==> config.mk <==
export PLATFORM = sky130hd
export DESIGN_NAME = cart_mem_arb
export DESIGN_NICKNAME = d
export VERILOG_FILES = /design/src/rtl/cart_mem_arb.sv
export SDC_FILE = /design/constraint.sdc
export NUM_CORES = 1
export LEC_CHECK = 0
export BUFFER_PORTS_ARGS = -buffer_cell sky130_fd_sc_hd__buf_4
export CAP_MARGIN = 20
export CORE_ASPECT_RATIO = 1.25
export CORE_MARGIN = 3
export CORE_UTILIZATION = 40
export CTS_CLUSTER_SIZE = 30
export DETAILED_ROUTE_END_ITERATION = 8
export PLACE_DENSITY = 0.68
export SETUP_SLACK_MARGIN = 0.1
export SLEW_MARGIN = 10
export SYNTH_ARGS = -nofsm -noshare
export SYNTH_HDL_FRONTEND = slang
export SYNTH_SLANG_ARGS = --single-unit
==> constraint.sdc <==
create_clock -name CLK_SYS -period 3.85 [get_ports CLK_SYS]
set_input_delay 0.77 -clock CLK_SYS [delete_from_list [all_inputs] [get_ports CLK_SYS]]
set_output_delay 0.77 -clock CLK_SYS [all_outputs]
set_load 0.03 [all_outputs]
==> src/rtl/cart_mem_arb.sv <==
// cart_mem_arb
//   Shares one request/acknowledge cartridge memory port between the ROM
//   download path (buffered writes) and CPU cartridge reads. Cart-targeted
//   download bytes go into a small FIFO, which back-pressures the source via
//   IOCTL_WAIT. A three-state FSM drains the FIFO onto the memory port with
//   fixed priority over CPU reads. The block also tracks the loaded image
//   size and flags when the image is complete.
//
// Ports
//   CLK_SYS, RESB                 clock, async active-low reset
//   ROMINIT_*                     download stream (ACTIVE, SEL_CART, ADDR, DATA, VALID)
//   IOCTL_WAIT                    registered back-pressure to the download source
//   CPU_REQ/ADDR -> CPU_DOUT/ACK  CPU read (level request, one-cycle ack)
//   MEM_REQ/WE/ADDR/DIN           memory request, held until MEM_ACK
//   MEM_DOUT/MEM_ACK              memory response
//   CART_SIZE                     highest written cart address + 1 (AW+1 bits)
//   CART_READY                    download ended and all buffered writes drained
//   OVF                           sticky: a cart byte was dropped on a full FIFO
module cart_mem_arb #(
    parameter int FIFO_DEPTH = 4,
    parameter int AW         = 17
) (
    input  logic          CLK_SYS,
    input  logic          RESB,
    input  logic          ROMINIT_ACTIVE,
    input  logic          ROMINIT_SEL_CART,
    input  logic [AW-1:0] ROMINIT_ADDR,
    input  logic [7:0]    ROMINIT_DATA,
    input  logic          ROMINIT_VALID,
    output logic          IOCTL_WAIT,
    input  logic          CPU_REQ,
    input  logic [AW-1:0] CPU_ADDR,
    output logic [7:0]    CPU_DOUT,
    output logic          CPU_ACK,
    output logic          MEM_REQ,
    output logic          MEM_WE,
    output logic [AW-1:0] MEM_ADDR,
    output logic [7:0]    MEM_DIN,
    input  logic [7:0]    MEM_DOUT,
    input  logic          MEM_ACK,
    output logic [AW:0]   CART_SIZE,
    output logic          CART_READY,
    output logic          OVF
);
    localparam int PW = $clog2(FIFO_DEPTH);
    localparam int CW = PW + 1;

    typedef enum logic [1:0] {IDLE, WRITE, READ} state_t;
    state_t state;

    logic [AW-1:0] fifo_addr [FIFO_DEPTH];
    logic [7:0]    fifo_data [FIFO_DEPTH];
    logic [PW-1:0] wr_ptr, rd_ptr;
    logic [CW-1:0] count, count_nxt;

    logic cart_act, cart_act_q, dl_start, dl_seen;
    logic valid_cart, push, pop, full, empty;
    logic [AW:0] byte_end, size_base;

    assign cart_act   = ROMINIT_ACTIVE & ROMINIT_SEL_CART;
    assign dl_start   = cart_act & ~cart_act_q;
    assign valid_cart = ROMINIT_VALID & cart_act;
    assign full       = (count == CW'(FIFO_DEPTH));
    assign empty      = (count == '0);
    assign push       = valid_cart & ~full;
    assign pop        = (state == WRITE) & MEM_ACK;
    assign count_nxt  = count + CW'(push) - CW'(pop);

    // One extra bit so the top address (all ones) yields a size with no wrap.
    assign byte_end  = {1'b0, ROMINIT_ADDR} + {{AW{1'b0}}, 1'b1};
    // A byte arriving in the same cycle a download starts compares against 0.
    assign size_base = dl_start ? '0 : CART_SIZE;

    // Storage needs no reset: the pointers define what is valid.
    always_ff @(posedge CLK_SYS) begin
        if (push) begin
            fifo_addr[wr_ptr] <= ROMINIT_ADDR;
            fifo_data[wr_ptr] <= ROMINIT_DATA;
        end
    end

    always_ff @(posedge CLK_SYS or negedge RESB) begin
        if (!RESB) begin
            wr_ptr     <= '0;
            rd_ptr     <= '0;
            count      <= '0;
            IOCTL_WAIT <= 1'b0;
            OVF        <= 1'b0;
            CART_SIZE  <= '0;
            CART_READY <= 1'b0;
            cart_act_q <= 1'b0;
            dl_seen    <= 1'b0;
        end else begin
            cart_act_q <= cart_act;
            count      <= count_nxt;
            if (push) wr_ptr <= wr_ptr + 1'b1;
            if (pop)  rd_ptr <= rd_ptr + 1'b1;
            // Threshold at DEPTH-1 leaves room for one byte already in flight.
            IOCTL_WAIT <= (count_nxt >= CW'(FIFO_DEPTH - 1));

            if (dl_start) begin
                OVF        <= valid_cart & full;
                CART_READY <= 1'b0;
                dl_seen    <= 1'b1;
            end else begin
                if (valid_cart & full) OVF <= 1'b1;
                if (dl_seen && !ROMINIT_ACTIVE && empty && state == IDLE)
                    CART_READY <= 1'b1;
            end

            if (push && byte_end > size_base) CART_SIZE <= byte_end;
            else if (dl_start)                CART_SIZE <= '0;
        end
    end

    // Memory port sequencer. Every access returns through IDLE, so there is
    // always at least one idle cycle between accesses.
    always_ff @(posedge CLK_SYS or negedge RESB) begin
        if (!RESB) begin
            state    <= IDLE;
            MEM_REQ  <= 1'b0;
            MEM_WE   <= 1'b0;
            MEM_ADDR <= '0;
            MEM_DIN  <= '0;
            CPU_DOUT <= '0;
            CPU_ACK  <= 1'b0;
        end else begin
            CPU_ACK <= 1'b0;
            case (state)
                IDLE: begin
                    if (!empty) begin
                        state    <= WRITE;
                        MEM_REQ  <= 1'b1;
                        MEM_WE   <= 1'b1;
                        MEM_ADDR <= fifo_addr[rd_ptr];
                        MEM_DIN  <= fifo_data[rd_ptr];
                    end else if (CPU_REQ && !CPU_ACK) begin
                        // ~CPU_ACK stops a re-issue while the CPU is still
                        // dropping its request after the previous ack.
                        state    <= READ;
                        MEM_REQ  <= 1'b1;
                        MEM_WE   <= 1'b0;
                        MEM_ADDR <= CPU_ADDR;
                    end
                end
                WRITE: begin
                    if (MEM_ACK) begin
                        state   <= IDLE;
                        MEM_REQ <= 1'b0;
                        MEM_WE  <= 1'b0;
                    end
                end
                READ: begin
                    if (MEM_ACK) begin
                        state    <= IDLE;
                        MEM_REQ  <= 1'b0;
                        CPU_DOUT <= MEM_DOUT;
                        CPU_ACK  <= 1'b1;
                    end
                end
                default: begin
                    state   <= IDLE;
                    MEM_REQ <= 1'b0;
                end
            endcase
        end
    end
endmodule

[After elaboration in Yosys (flattened, before gate mapping)]
Memory sizes are Yosys's and may differ from the RTL's. A register that Yosys moved wholly into a read port is not among the register bits.
Index checks and enable logic that the tools add are counted.
Operators by class
  equality and inequality tests: 7
  reduce and logical (&&, ||, !) cells: 19
  bitwise operators: 9
  $add $sub $neg: 5
  magnitude comparators: 2
  mux-type cells: 23
Operator list (count)
  two-way mux 18 bit: 2
  two-way mux 17 bit: 2
  adder 17 x 1 -> 18 bit, second input constant: 1
  > comparator 18 bit: 1
  two-way mux 1 bit: 13
  AND reduction 2 bit: 4
  AND 1 bit: 6
  two-way mux 2 bit: 3
  nonzero test 2 bit: 3
  logical AND 1 bit: 5
  adder 2 x 1 -> 2 bit, second input constant: 2
  != test 2 x 1 -> 1 bit, second input constant: 2
  case mux 1 bit (2 select lines): 2
  case mux 2 bit (2 select lines): 1
  adder 3 x 1 -> 3 bit: 1
  == test 3 bit, second input constant: 1
  greater-or-equal comparator 3 x 2 -> 1 bit, second input constant: 1
  logical NOT 1 bit: 3
  logical NOT 3 bit: 1
  != test 3 x 2 -> 1 bit, second input constant: 1
  NOT 1 bit: 3
  AND reduction 3 bit: 1
  subtractor 3 x 1 -> 3 bit: 1
  == test 2 x 1 -> 1 bit, second input constant: 1
  4 further kinds: 4
Storage, ports and cells
  memories kept: 2
  bits in registers: 60
  RAM bits: 100
Memories
  fifo_addr: depth 4, width 17, read ports 1, clocked after Yosys merged registers in 0, wr ports 1, line 51  | logic [AW-1:0] fifo_addr [FIFO_DEPTH];
  fifo_data: depth 4, width 8, read ports 1, clocked after Yosys merged registers in 1, wr ports 1, line 52  | logic [7:0] fifo_data [FIFO_DEPTH];

[Longest topological paths before layout]
  depth after elaboration: 6
  gate-level depth with buffers: 13

[Worst setup path after synthesis]
OpenSTA, ideal clock, no wires.
  path type: input-to-reg
  from: input ROMINIT_ACTIVE
  to: register CART_SIZE[10]
  library setup time: 125 ps
  arrival: 3225 ps
  stages on the path: 13
  path slack: 500 ps
  required time: 3725 ps
  path through: and2_1 nand2b_1 clkbuf_1 and2_1 inv_1 ha_1 a21oi_1 o21ai_0 a2111oi_2 nor3_2 o211ai_4 buf_12 mux2_4
On the way
  cells in the longest elaborated chain, start to end: 6
  elaborated cells between the ends (all ways): 8
  classes of those cells: order compare: 1; mux: 2; bitwise: 4; reduce/logical: 1
RTL lines
  start, declared: line 25  | input logic ROMINIT_ACTIVE,
  AND 1 bit (*): line 60  | assign cart_act = ROMINIT_ACTIVE & ROMINIT_SEL_CART;
  AND 1 bit: line 61  | assign dl_start = cart_act & ~cart_act_q;
  two-way mux 18 bit
  > comparator 18 bit: line 111  | if (push && byte_end > size_base) CART_SIZE <= byte_end;
  logical AND 1 bit: line 111
  two-way mux 18 bit (*): line 111
  end signal, assigned: line 111
  end, declared: line 41  | output logic [AW:0] CART_SIZE,
Every way passes the cells marked *; elsewhere a longest branch is shown, timed or not.
A chain may end at the register's enable or synchronous reset.

[Final worst setup path]
  from: input ROMINIT_ADDR[7]
  to: register CART_SIZE[3]
On the way
  cells in the longest elaborated chain, start to end: 4
RTL lines
  start, declared: line 27  | input logic [AW-1:0] ROMINIT_ADDR,
  adder 17 x 1 -> 18 bit: line 70  | assign byte_end = {1'b0, ROMINIT_ADDR} + {{AW{1'b0}}, 1'b1};
  > comparator 18 bit: line 111
  logical AND 1 bit: line 111
  two-way mux 18 bit: line 111
Every way passes these cells.

==> reports/results.env <==
DP.CELLS=817
CTS.SINK_COUNT=168
PORT_BUFFERS=113
SYN_NETS=566
CP.ARRIVAL_PS=3700
DIE_AREA_UM2=20040
YS_ASYNC_SR_FRACTION_PCT=40.48
WORST_TRAN_PIN_VALUE_PS=923.0
CTS_ROOT_BUF='sky130_fd_sc_hd__clkbuf_16'
NUM_VIAS=4269
MAX_SLEW_MARGIN_PCT=38.47
SETUP_VIOLATIONS=0
PIN_COUNT=114
NUM_ANTENNA_CELLS=0
WORST_SETUP_HOLD_PATH_CLK_SLEW_PS=60
WORSTSETUPENDPOINTTYPE='register'
CRITPATHREQUIREDTIME_PS=4160
FINAL-MAX-SLEW-VIOLATION-COUNT=0
CORE_REGION_AREA_UM2=17770
FP.DIEW_UM=127.2
P_PER_AREA_nW_PER_UM2=712.3
ACHIEVABLE-FREQUENCY_GHz=0.2945
CLKLATENCYLATEPIN_PS=420
DRT.ANTENNA.VIOLATING_NETS=0
DR.FIRST_ITER.DRC_COUNT=228
ROUTED_WIRELENGTH_UM=15070
SYNTH-EDFF-COUNT=100
FLOORPLAN.ROWS=54
P_LEAK_nW=3.692
YS_TYPES=40
CRITICAL_PATH_CLASS='input port to register'
CELLINTERNALPOWER_mW=4.225
MAXIMUM_NUMBER_OF_PINS_ON_ONE_NET_BEFORE_GLOBAL_ROUTE_REPAIR=69
ANTENNA_FOUND_INITIAL=0
TIMING.FINAL.WS_SETUP_PS=454.2
NET-SWITCHING-POWER_mW=2.243
CRITPATHMAXFANOUT=9
DIE-HEIGHT_UM=157.5
START_UTIL_PCT=41.34
POST_CTS_RESIZED=0
FINAL_NET_COUNT=698
DRT_DRC=0
FINAL_COMMON_CELL='sky130_fd_sc_hd__buf_4'
SKEW_PS=7.195
FINISH.CELL_COUNT_WITHOUT_FILLERS=849
MAXIMUM_BUFFER_DEPTH_OF_THE_CLOCK_TREE=2
WL_PER_CELL_UM=17.75
SHARE_SEQ_OF_TOTAL_POWER_PCT=38.0
SYNTH_AREA_UM2=7346
CLKPWRFRAC_PCT=24.3
RSZ0062_AT_GRT='false'
CTS_BUFS_INSERTED=17
AREA_GROWTH_PCT=23.61
POSTSYNTHREGISTERBITS=168
GLOBAL_ROUTE.USAGE.TOTAL_PCT=15.77
LAYOUT-DRIVE-GT1-SHARE_PCT=35.04
SYNTHESIS.YOSYS.WARNINGS=0
POWER.IR.VDD_WORST_V=0.0004407
GLOBAL_ROUTE_WIRE_LENGTH_BEFORE_REPAIR_UM=24290
CTS_TREE='yes'
DETAIL_ROUTE.FIRST_PASS.ITERATIONS=4
POSTCTSHOLDBUFS=0
YOSYSSEQAREASHARE_PCT=64.04
GPL.FINAL_WEIGHTED_CONGESTION=0.8239
HOLD_PATH_CLASS='register to register'
GLOBAL_ROUTE.OVERFLOW_TOTAL=0
OUTCOME='finished, final reports clean'
SYNTH.AVG_CELL_AREA_UM2=15.30
POSTSYNTH.TOPFLOPCELL='sky130_fd_sc_hd__edfxtp_1'
DP_WORST_SETUP_SLACK_PS=109.0
HOLD_VIOLATION_COUNT_IN_THE_FINAL_REPORT=0
SYNTHCELLS=480
GRT_PASS1_VIAS=4630
TOTAL_POWER_mW=6.468
TIMING.CRITICAL_PATH.FROM_TYPE='input port'
NETSWITCHINGFRACTION_PCT=34.68
TIMING.SETUP.TNS_PS=0
MOSTFREQUENTLAYOUTCELLS='127 x sky130_fd_sc_hd__buf_4, 100 x sky130_fd_sc_hd__edfxtp_1, 68 x sky130_fd_sc_hd__dfrtp_1, 38 x sky130_fd_sc_hd__nand2_1, 30 x sky130_fd_sc_hd__inv_1'
PLACE_HPWL_UM=10970
POST-CTS-SETUP-BUFFER-COUNT=0
MIN_PERIOD_OVER_PERIOD_PCT=88.20
VIASPERCELL=5.028
HTREE_NUM_LEVELS=4
COMBINATIONALPOWERSHARE_PCT=37.7
MAX_CAP_VIOL_COUNT=0
TIMING.FINAL.CRIT_PERIOD_PS=3396
-- worst max-delay path: stages --
cell and delay (ps):
sky130_fd_sc_hd__buf_4 140, sky130_fd_sc_hd__and4_1 260, sky130_fd_sc_hd__nand3_1 120, sky130_fd_sc_hd__nor3_1 320, sky130_fd_sc_hd__nand2_1 120, sky130_fd_sc_hd__xnor2_1 250
sky130_fd_sc_hd__ha_1 310, sky130_fd_sc_hd__a21oi_1 150, sky130_fd_sc_hd__nand2_1 70, sky130_fd_sc_hd__a21oi_1 160, sky130_fd_sc_hd__o21ai_0 210, sky130_fd_sc_hd__o211ai_4 270
sky130_fd_sc_hd__buf_4 200, sky130_fd_sc_hd__mux2_2 340
-- worst paths after layout --
kind                            cells after the start      endpoint       startpoint  slack [ps]
worst max register to register                     11  CART_SIZE[3]       cart_act_q         840
min in group asynchronous                           1    MEM_DIN[7]             RESB         480
max in group asynchronous                           1  MEM_ADDR[13]             RESB        2770
worst min-delay path                                1       dl_seen          dl_seen         470
worst max-delay path                               14  CART_SIZE[3]  ROMINIT_ADDR[7]         450
worst min register to register                      1       dl_seen          dl_seen         470
-- synthesized netlist by cell type (10+ instances only) --
library cell	instances	area, µm²
sky130_fd_sc_hd__xnor2_1	14	122.6
sky130_fd_sc_hd__nand3_1	10	50.05
sky130_fd_sc_hd__mux2_2	24	270.3
sky130_fd_sc_hd__nand2_1	38	142.6
sky130_fd_sc_hd__mux4_2	25	563.0
sky130_fd_sc_hd__and2_1	20	125.1
sky130_fd_sc_hd__dfrtp_1	68	1702
sky130_fd_sc_hd__edfxtp_1	100	3003
sky130_fd_sc_hd__nor2_1	10	37.54
sky130_fd_sc_hd__ha_1	28	350.3
sky130_fd_sc_hd__o21ai_0	23	115.1
sky130_fd_sc_hd__inv_1	30	112.6
sky130_fd_sc_hd__mux2i_1	20	200.2
-- layer usage --
metal / GRT usage (%) / up-vias / wire [µm]
li1: - / 2025 / -
met1: 19.26 / 2126 / 6426
met2: 27.67 / 99 / 7738
met3: 3.496 / 19 / 643
met4: 5.468 / 0 / 258
met5: 0 / - / 0
-- power groups by stage --
stage	logic, mW	registers (mW)	clock network (mW)
6_report	2.44	2.46	1.57
5_1_grt	2.66	2.51	1.69
4_1_cts	2.48	2.46	1.61
3_5_place_dp	2.48	2.50	0
3_3_place_gp	2.41	2.47	0
2_1_floorplan	1.24	2.92	0
-- registers in the layout, summed over array words and instances (netlist names), 2 cells and up --
register / flops
CART_SIZE: 18
state: 2
count: 3
wr_ptr: 2
MEM_DIN: 8
fifo_data: 32
MEM_ADDR: 17
CPU_DOUT: 8
rd_ptr: 2
fifo_addr: 68
-- logic make-up (layout without fill, tap and decap cells) --
group | after synthesis | count (layout) | share of synthesized area [%]
xor+xnor | 20 | 20 | 2.385
fa+ha+maj | 29 | 29 | 5.042
simple gates | 100 | 100 | 6.796
flops | 168 | 168 | 64.04
compound gates | 42 | 42 | 3.645
mux | 76 | 76 | 15.50
buf+inv | 45 | 190 | 2.589
-- per-stage QoR --
step	hold slack, ps	cell area, µm²	utilization [%]
after global placement	452.0	8527	47.99
after global routing	492.2	9080	51.10
after floorplan	426.1	7346	-
after detailed placement	448.7	8527	47.99
after CTS	467.6	9080	51.10
final	471.0	9080	51.10
-- layout make-up --
class                      count  area (µm²)
clock inverter                15       127.6
tap                          224       280.3
fill                        1493        8690
sequential                   168        4705
multi-input combinational    267        2456
clock buffer                  17       425.4
inverter                      30       112.6
timing repair buffer         128       973.4
No activity file was read; power rests on OpenSTA's default activity.
